==> src/rtl/interleaver_pkg.sv <==
// Shared constants and helpers for the CRC-24A attach stage feeding the interleaver.
// Block lengths, CRC generator, counter type and FSM state encodings live here.
package interleaver_pkg;

  localparam int K_SMALL = 1056;
  localparam int K_LARGE = 6144;
  localparam int CRC_W   = 24;
  localparam int CNT_W   = 13;

  localparam logic [CRC_W-1:0] CRC_POLY = 24'h864CFB;

  localparam logic [1:0] ST_IDLE   = 2'd0;
  localparam logic [1:0] ST_DATA   = 2'd1;
  localparam logic [1:0] ST_PARITY = 2'd2;

  typedef logic [CNT_W-1:0] cnt_t;

  // Code-block length (payload + parity) selected by the block_size flag.
  function automatic cnt_t k_len(input logic bs);
    return bs ? cnt_t'(K_LARGE) : cnt_t'(K_SMALL);
  endfunction

endpackage

==> src/rtl/crc24_lfsr.sv <==
// CRC-24A register: MSB-first Galois step on payload bits, plain zero-fill shift
// to stream the remainder out, and a synchronous clear.
module crc24_lfsr
  import interleaver_pkg::*;
(
  input  logic             clk,
  input  logic             clr,
  input  logic             en,
  input  logic             shift_out,
  input  logic             din,
  output logic [CRC_W-1:0] crc
);

  logic [CRC_W-1:0] crc_reg;
  logic [CRC_W-1:0] step_next;
  logic             fb;

  assign fb = din ^ crc_reg[CRC_W-1];

  genvar gi;
  generate
    for (gi = 0; gi < CRC_W; gi++) begin : g_step
      if (gi == 0) begin : g_lsb
        assign step_next[gi] = fb & CRC_POLY[gi];
      end else begin : g_bit
        assign step_next[gi] = crc_reg[gi-1] ^ (fb & CRC_POLY[gi]);
      end
    end
  endgenerate

  always_ff @(posedge clk) begin
    if (clr) begin
      crc_reg <= '0;
    end else if (en) begin
      if (shift_out) begin
        crc_reg <= {crc_reg[CRC_W-2:0], 1'b0};
      end else begin
        crc_reg <= step_next;
      end
    end
  end

  assign crc = crc_reg;

endmodule

==> src/rtl/crc24_attach.sv <==
// Streams a serial payload through to the interleaver and appends its CRC-24A,
// producing one K-bit code block framed by CRC_start / CRC_END pulses.
module crc24_attach
  import interleaver_pkg::*;
(
  input  logic clk,
  input  logic reset,
  input  logic il_ready,
  input  logic in_start,
  input  logic in_valid,
  input  logic in_bit,
  input  logic in_block_size,
  output logic in_ready,
  output logic crc_valid,
  output logic CRC_data,
  output logic CRC_start,
  output logic CRC_END,
  output logic block_size,
  output logic busy
);

  logic [1:0] state_reg, state_next;
  cnt_t       cnt_reg, cnt_next;
  logic       bs_reg, bs_next;

  logic       valid_reg, valid_next;
  logic       data_reg, data_next;
  logic       start_reg, start_next;
  logic       end_reg, end_next;
  logic       busy_reg, busy_next;

  logic             lfsr_clr, lfsr_en, lfsr_shift;
  logic [CRC_W-1:0] crc;

  cnt_t k_cur;
  cnt_t data_len;
  logic accept;

  assign k_cur    = k_len(bs_reg);
  assign data_len = k_cur - cnt_t'(CRC_W);
  assign in_ready = ((state_reg == ST_IDLE) && il_ready) || (state_reg == ST_DATA);
  assign accept   = in_valid && in_ready;

  crc24_lfsr u_lfsr (
    .clk       (clk),
    .clr       (reset || lfsr_clr),
    .en        (lfsr_en),
    .shift_out (lfsr_shift),
    .din       (in_bit),
    .crc       (crc)
  );

  always_comb begin
    state_next = state_reg;
    cnt_next   = cnt_reg;
    bs_next    = bs_reg;
    lfsr_clr   = 1'b0;
    lfsr_en    = 1'b0;
    lfsr_shift = 1'b0;
    valid_next = 1'b0;
    data_next  = 1'b0;
    start_next = 1'b0;
    end_next   = 1'b0;

    case (state_reg)
      ST_IDLE: begin
        // Bits offered without in_start are consumed and dropped here.
        if (accept && in_start) begin
          bs_next    = in_block_size;
          cnt_next   = cnt_t'(1);
          lfsr_en    = 1'b1;
          valid_next = 1'b1;
          data_next  = in_bit;
          start_next = 1'b1;
          state_next = ST_DATA;
        end
      end
      ST_DATA: begin
        if (accept) begin
          lfsr_en    = 1'b1;
          valid_next = 1'b1;
          data_next  = in_bit;
          cnt_next   = cnt_reg + cnt_t'(1);
          if (cnt_reg + cnt_t'(1) == data_len) begin
            state_next = ST_PARITY;
          end
        end
      end
      ST_PARITY: begin
        // cnt == K is a tail cycle with no output, giving one idle cycle between blocks.
        if (cnt_reg == k_cur) begin
          lfsr_clr   = 1'b1;
          cnt_next   = '0;
          state_next = ST_IDLE;
        end else begin
          lfsr_en    = 1'b1;
          lfsr_shift = 1'b1;
          valid_next = 1'b1;
          data_next  = crc[CRC_W-1];
          end_next   = (cnt_reg == k_cur - cnt_t'(1));
          cnt_next   = cnt_reg + cnt_t'(1);
        end
      end
      default: begin
        lfsr_clr   = 1'b1;
        cnt_next   = '0;
        state_next = ST_IDLE;
      end
    endcase

    busy_next = (state_next != ST_IDLE);
  end

  always_ff @(posedge clk) begin
    if (reset) begin
      state_reg <= ST_IDLE;
      cnt_reg   <= '0;
      bs_reg    <= 1'b0;
      valid_reg <= 1'b0;
      data_reg  <= 1'b0;
      start_reg <= 1'b0;
      end_reg   <= 1'b0;
      busy_reg  <= 1'b0;
    end else begin
      state_reg <= state_next;
      cnt_reg   <= cnt_next;
      bs_reg    <= bs_next;
      valid_reg <= valid_next;
      data_reg  <= data_next;
      start_reg <= start_next;
      end_reg   <= end_next;
      busy_reg  <= busy_next;
    end
  end

  assign crc_valid  = valid_reg;
  assign CRC_data   = data_reg;
  assign CRC_start  = start_reg;
  assign CRC_END    = end_reg;
  assign block_size = bs_reg;
  assign busy       = busy_reg;

endmodule
==> config.mk <==
export PLATFORM = sky130hd
export DESIGN_NAME = crc24_attach
export DESIGN_NICKNAME = d
export VERILOG_FILES = /design/src/rtl/interleaver_pkg.sv /design/src/rtl/crc24_lfsr.sv /design/src/rtl/crc24_attach.sv
export SDC_FILE = /design/constraint.sdc
export NUM_CORES = 1
export LEC_CHECK = 0
export ABC_AREA = 0
export CAP_MARGIN = 25
export CORE_MARGIN = 2
export CORE_UTILIZATION = 45
export DETAILED_ROUTE_END_ITERATION = 16
export MAX_ROUTING_LAYER = met4
export PLACE_DENSITY = 0.64
export SLEW_MARGIN = 20
export SYNTH_ARGS = -nofsm -noshare
export SYNTH_HDL_FRONTEND = slang
export SYNTH_SLANG_ARGS = --single-unit
==> constraint.sdc <==
create_clock -name clk -period 6.5 [get_ports clk]
set_clock_uncertainty 0.05 [all_clocks]
set_input_delay 0.65 -clock clk [delete_from_list [all_inputs] [get_ports clk]]
set_output_delay 0.65 -clock clk [all_outputs]
set_load 0.01 [all_outputs]
; ---- Word level (Yosys, flattened, before mapping)
; Index checks and enable logic that the tools add are counted.
[op_classes]
add_sub_neg = 3
eq_ne = 7
muxes = 22
n_bitwise = 15
n_reduce_logical = 12
[op_table]
columns = cell, count
row1 = $mux 13, 4
row2 = $eq 13x13->1, 3
row3 = $pmux 13 s3, 1
row4 = $mux 24, 1
row5 = $add 13x1->13 const B, 1
row6 = $sub 13x1->13 const B, 1
row7 = $sub 13x5->13 const B, 1
row8 = $xor 1x1->1, 13
row9 = $mux 1, 8
row10 = $mux 2, 4
row11 = $pmux 1 s3, 2
row12 = $pmux 2 s3, 1
row13 = $reduce_and 2->1, 2
row14 = $reduce_or 2->1, 2
row15 = $logic_and 1x1->1, 3
row16 = $reduce_or 3->1, 1
row17 = $eq 2x1->1 const B, 1
row18 = $eq 2x2->1 const B, 1
row19 = $logic_not 2->1, 1
row20 = $logic_or 1x1->1, 2
row21 = $ne 2x1->1 const B, 1
row22 = $ne 2x2->1 const B, 1
row23 = $not 1->1, 2
row24 = $pmux 1 s2, 1
row25 = $reduce_bool 2->1, 1
[totals]
register_bits = 45
input_bits = 7

; ---- Longest topological paths before layout
; Gate-level depths: netlist (run 1).
[logic_depth]
depth_word = 8
ltp_mapped = 9
mapped_depth_nobuf = 7

; ---- Modules after synthesis
; From an unflattened synthesis (run 1), not the netlist that was laid out.
[hier_totals]
hier_cells = 313
area_unflattened_um2 = 2626.3
[by_module_without_submodules]
columns = mod, n_inst, cells_per_inst, area_each_um2, seq_area_each_um2
row1 = crc24_attach, 1, 200, 1552.7, 420.4
row2 = crc24_lfsr, 1, 113, 1073.5, 480.5

; ---- Least setup slack after synthesis (run 1)
; No wires, ideal clock.
[synth_path]
path_kind = reg2reg
from = reg cnt_reg[0]
to = reg state_reg[1]
t_arrival_ps = 2147
required_time_ps = 6383
slack_ps = 4237
stages_incl_launch_ff = 8
path_cell_list = dfxtp_1 -> ha_1 -> clkbuf_1 -> nand3_1 -> xnor2_1 -> or4_4 -> a2111o_1 -> a21oi_2
[synth_between]
elab_chain_len = 5
elab_cells_between_ends = 7
classes_between = add/sub (1) / eq/ne (2) / mux (4)
[synth_rtl]
columns = element, line
row1 = from (decl), crc24_attach.sv:23  ; cnt_t cnt_reg, cnt_next;
row2 = from (signal assigned), crc24_attach.sv:126  ; cnt_reg <= cnt_next;
row3 = $add 13x1->13, crc24_attach.sv:84  ; if (cnt_reg + cnt_t'(1) == data_len) begin
row4 = $eq 13x13->1, crc24_attach.sv:84
row5 = $mux 2, crc24_attach.sv:84
row6 = $mux 2, crc24_attach.sv:79  ; if (accept) begin
row7 = $pmux 2 s3 *, crc24_attach.sv:65  ; case (state_reg)
row8 = to (signal assigned), crc24_attach.sv:125  ; state_reg <= state_next;
row9 = to (decl), crc24_attach.sv:22  ; logic [1:0] state_reg, state_next;
; Every way passes the cells marked *; elsewhere a longest branch is shown, timed or not.
; A chain may end at the register's enable or synchronous reset.

; ---- Worst setup path in the final report (run 1)
[layout_path]
from = reg cnt_reg[5]
to = reg u_lfsr.crc_reg[17] (netlist: u_lfsr.crc[17])
[layout_between]
elab_chain_len = 4
elab_cells_between_ends = 8
classes_between = eq/ne (1) / mux (6) / reduce/logical (1)
[layout_rtl]
columns = element, line
row1 = $eq 13x13->1 *, crc24_attach.sv:91  ; if (cnt_reg == k_cur) begin
row2 = $mux 1, crc24_attach.sv:91
row3 = $pmux 1 s2 / $mux 1 (equally long branches), crc24_attach.sv:65
row4 = $logic_or 1x1->1 / $mux 24 (equally long branches), "crc24_attach.sv:46, crc24_lfsr.sv:35"
row5 = to (signal assigned), crc24_lfsr.sv:36  ; crc_reg <= {crc_reg[CRC_W-2:0], 1'b0};
row6 = to (signal assigned), crc24_lfsr.sv:38  ; crc_reg <= step_next;
row7 = to (decl), crc24_lfsr.sv:14  ; logic [CRC_W-1:0] crc_reg;
; Marks and branches as above.

==> results.toml, run 1 <==
[clocking]
clk_path_buf_depth = 2
hold_buffers = 0
clock-sinks = 45
insertion_delay_ns = 0.31
cts_tree = "yes"
h-tree-depth = 2
cts-resized-gates = 0
cts-root-buf = "clkbuf_8"
path_clk_slew_ns = 0.10
numCtsBuffers = 5
cts_setup_buffers = 0

[routing]
vias_per_cell = 5.60
drt_first_pass_iters = 4
routed_wl_um = 4830
drtIter0Drc = 216
wl_per_cell_um = 14.2
drc_errors = 0
vias = 1904
antenna_left = 0

[job]
max_cap_violations = 0

[logic_synthesis]
ys_async_sr_fraction_pct = 0
ys.flop_type = "dfxtp_1"
synthTopCellsByCount = "dfxtp_1 (45), nor2_1 (42), a21oi_1 (15), mux2i_1 (15)"
netlist_area_um2 = 2360
netlist_instances = 268
syn_nets = 277
ys_seq_elements = 45
yosysWarnings = 0
synth-edff-count = 0
yosysUniqueCellTypes = 56
synthTopCellsByArea = "dfxtp_1 (38%), nor2_1 (6.7%), mux2i_1 (6.4%)"
seq_area_frac_synth_pct = 38.1
yosys.area.top_type_share_pct = 38.1
yosysMostFrequentCell = "dfxtp_1"
synth_area_leader_cell = "dfxtp_1"
post_synth.cell_area_avg_um2 = 8.81

[grt]
gr-usage-met3_pct = 4.03
grt_pass1_wl_um = 8400
grt_pass1_vias = 1725
grt_use_met1_pct = 23.3
top_usage_layer = "met2"
grt_util_all_layers_pct = 18.1
overflow = 0
antenna_found_initial = 0
use_met2_pct = 27.6
grt_max_degree = 39

[setup_path]
required_ns = 6.67
cp-start-kind = "flop"
path_class = "flop to flop"
crit_arrival_ns = 3.18
endpoint_kind = "flop"
crit_path_max_fanout = 13
r2r_slack_ns = 3.49

[finish]
layout-drive-gt1-share_pct = 7.78
postLayoutCoreUtil_pct = 50.4
final_net_count = 278
n_antenna_cell = 0
largest_register_ffs = 24
nFillCells = 488
area_growth_pct = 8.32

[timing]
tns_ns = 0
slew_headroom_pct = 43.9
tightest_slew_ns = 0.838
finalSetupViolations = 0
fin_crit_ns = 3.01
hold_viol_final = 0
period_share_pct = 46.3
finalMaxSlewViolations = 0
rsz0062_at_grt = "false"
max_freq_mhz = 332

[die]
die_y_um = 76.5
core_area_um2 = 5070
die-area_um2 = 5850
initial_core_util_pct = 46.5
io_pins = 14
rows = 26
die_w_um = 76.5

[pwr]
p_per_area_nw_per_um2 = 223
irDropWorstVdd_v = 0.000150
power_leakage_nw = 0.884

[placement]
hpwl_um = 3240
finalWeightedCongestion = 0.862
portBuffers = 13

[min_path]
hp-class = "flop to flop"

[status]
status = "completed"
## layer usage
metal,wire length [um],share of wire (%),up-vias
li1,-,-,972
met2,2260,47,40
met3,183,3.8,10
met5,0,0,-
met4,92,1.9,0
met1,2290,47,882
## path summary, 6_finish.rpt
kind | to | from | cells after the start
max | u_lfsr.crc[17] | cnt_reg[5] | 6
max reg2reg | u_lfsr.crc[17] | cnt_reg[5] | 6
min reg2reg | u_lfsr.crc[20] | u_lfsr.crc[19] | 2
min | u_lfsr.crc[20] | u_lfsr.crc[19] | 2
## layout make-up
class / instances / area, um^2 / area share [%]
inverters: 8 / 30.0 / 1.17
repair buffers: 15 / 145 / 5.67
flip-flops and latches: 45 / 901 / 35.2
multi-input cells: 194 / 1280 / 50.0
well taps: 70 / 87.6 / 3.42
clock inverters: 3 / 47.5 / 1.86
clock buffers: 5 / 68.8 / 2.69
## power breakdown
| part | switching (mW) | total (mW) | internal (mW) |
|---|---|---|---|
| Sequential | 0.00681 | 0.292 | 0.285 |
| Clock | 0.106 | 0.223 | 0.117 |
| Combinational | 0.0321 | 0.0568 | 0.0247 |
## worst max-delay path, cell delays in order (launching register included)
cell      delay (ns)
dfxtp_1         0.59
or3b_2          0.48
o22ai_1         0.16
a311o_1         0.54
nand2_1         0.54
xor2_1          0.28
a211oi_1        0.27
## cell usage in the layout, fill, tap and decap left out, types with 4 or more instances in the layout
cell type | netlist | layout
a211oi_1 | 14 | 14
a21oi_1 | 15 | 15
a311oi_1 | 7 | 7
a31oi_1 | 4 | 4
clkbuf_8 | 3 | 5
clkdlybuf4s50_1 | 0 | 13
dfxtp_1 | 45 | 45
inv_1 | 7 | 7
mux2i_1 | 15 | 15
nand2_1 | 14 | 14
nand3_1 | 8 | 8
nand4_1 | 4 | 4
nor2_1 | 42 | 42
nor3_1 | 5 | 5
nor4_1 | 4 | 4
o21ai_0 | 6 | 6
xor2_1 | 13 | 13
## metrics by stage
stage	hold slack (ns)	worst slack [ns]	instance area, um^2	cells	total power, mW
floorplan	0.410	4.24	2360	268	0.340
global placement	0.428	3.47	2440	332	0.354
detailed placement	0.434	3.47	2440	332	0.355
CTS	0.458	3.50	2560	340	0.580
global route	0.477	3.26	2560	340	0.601
finish	0.452	3.49	2560	340	0.572
## kinds of logic after synthesis
kind of cell / count (synthesis) / share of synthesized area, %
AOI/OAI and AO/OA: 62 / 18.4
xor gates and xnor gates: 16 / 5.93
adders and majority gates: 2 / 1.06
buffers and inverters: 29 / 7.73
DFF: 45 / 38.1
muxes: 16 / 6.83
and+or+nand+nor: 98 / 21.9
Power figures use the tool's default switching activity.
==> run 2, diff against run 1 <==
PLACE_DENSITY = 0.66   (was 0.64)
clock period = 2.7 ns   (was 6.5 ns; I/O delays follow)
==> run 2 against run 1 <==
  * Clock-buffer cell count is the same
  * Combinational power grew to 2.6 times the previous value
  * Non-clock buffer count grew 7
  * Routed wire length grew 3.3%
  * Fmax grew 21%
  * Critical path depth is the same
  * Sequential power grew 140%
  * Global-route usage grew 0.29 points
  * Worst hold slack lost 0.00067 ns
  * Via count grew 2.2%
  * Sequential cell count is the same
  * Die area is the same
==> results.toml, run 2 (synthesized netlist as in run 1, its figures left out) <==
[status]
status = "completed"

[finish]
multi_input_area_um2 = 1280
final_cells = 347
final_cell_mix = "dfxtp_1 (45), nor2_1 (42), mux2i_1 (15), a21oi_1 (15)"
area_growth_pct = 10.1
nFillCells = 498
largest_register_ffs = 24
final_net_count = 285
n_antenna_cell = 0
layout_commonest_cell = "dfxtp_1"
final-seq-area_um2 = 901
layout-drive-gt1-share_pct = 10.1

[min_path]
worstHoldStart = "u_lfsr.crc[12]"
hp-class = "flop to flop"

[clocking]
h-tree-depth = 2
cts_setup_buffers = 0
insertion_delay_ns = 0.30
cts-resized-gates = 0
clock-sinks = 45
numCtsBuffers = 5
cts_tree = "yes"
hold_buffers = 0
cts-root-buf = "clkbuf_8"
clk_path_buf_depth = 2
path_clk_slew_ns = 0.09

[timing]
fin_crit_ns = 2.49
max_freq_mhz = 402
tns_ns = 0
slew_headroom_pct = 63.0
tightest_slew_ns = 0.550
finalMaxSlewViolations = 0
period_share_pct = 92.2
hold_viol_final = 0
finalSetupViolations = 0
rsz0062_at_grt = "false"

[placement]
hpwl_um = 3410
portBuffers = 13
finalWeightedCongestion = 0.829
dp_cells = 339

[routing]
vias_per_cell = 5.61
routed_wl_um = 4990
drt_first_pass_iters = 4
wl_per_cell_um = 14.4
antenna_left = 0
vias = 1945
drc_errors = 0
drtIter0Drc = 96

[die]
io_pins = 14
die_w_um = 76.5
die-area_um2 = 5850
rows = 26
die_y_um = 76.5
core_area_um2 = 5070
initial_core_util_pct = 46.5

[setup_path]
cp-start-kind = "flop"
crit_arrival_ns = 2.67
r2r_start = "cnt_reg[2]"
crit_path_max_fanout = 11
required_ns = 2.89
endpoint_kind = "flop"
critPathLaunch = "cnt_reg[2]"
path_class = "flop to flop"

[job]
max_cap_violations = 0

[pwr]
irDropWorstVdd_v = 0.000233
power_leakage_nw = 0.909
p_per_area_nw_per_um2 = 498
power_mw = 1.30

[grt]
grt_pass1_wl_um = 8510
grt_util_all_layers_pct = 18.4
overflow = 0
grt_max_degree = 35
antenna_found_initial = 0
grt_pass1_vias = 1789
==> run 2: per-layer routing <==
metal / vias to the layer above / part of all wire [%] / wire length, um / GRT usage (%)
li1: 981 / - / - / -
met1: 915 / 51 / 2550 / 25.7
met2: 38 / 43 / 2130 / 25.8
met3: 11 / 4.0 / 198 / 4.50
met4: 0 / 2.0 / 100 / 6.36
met5: - / 0 / 0 / -
==> run 2: path summary, 6_finish.rpt <==
path                          to  slack (ns)  depth (start not counted)
setup / recovery    state_reg[1]        0.21                          6
hold / removal    u_lfsr.crc[12]        0.45                          2
setup reg to reg    state_reg[1]        0.21                          6
hold reg to reg   u_lfsr.crc[12]        0.45                          2
==> run 2: final cells by class <==
cell class / count / area share, %
Multi-Input combinational cell: 194 / 49.2
Tap cell: 70 / 3.37
Timing Repair Buffer: 22 / 8.08
Clock inverter: 3 / 0.962
Sequential cell: 45 / 34.6
Inverter: 8 / 1.15
Clock buffer: 5 / 2.65
==> run 2: where the power goes <==
part | switching, mW | total, mW | internal (mW)
Clock | 0.256 | 0.445 | 0.189
Combinational | 0.0815 | 0.149 | 0.0679
Sequential | 0.0146 | 0.701 | 0.686
==> run 2: through the flow <==
stage	util [%]	area [um^2]	setup WS [ns]	hold slack, ns
finish	51.3	2600	0.210	0.451
global placement	49.4	2510	0.264	0.423
floorplan	-	2360	0.437	0.367
detailed placement	49.4	2510	0.244	0.437
CTS	51.3	2600	0.223	0.457
global route	51.3	2600	0.0119	0.484
==> run 2: worst max-delay path, stage by stage (launching register included) <==
cell,delay (ns)
dfxtp_1,0.56
nand4_4,0.23
nor4_4,0.27
xnor2_1,0.17
or4_4,0.57
a2111o_1,0.44
a21oi_2,0.14
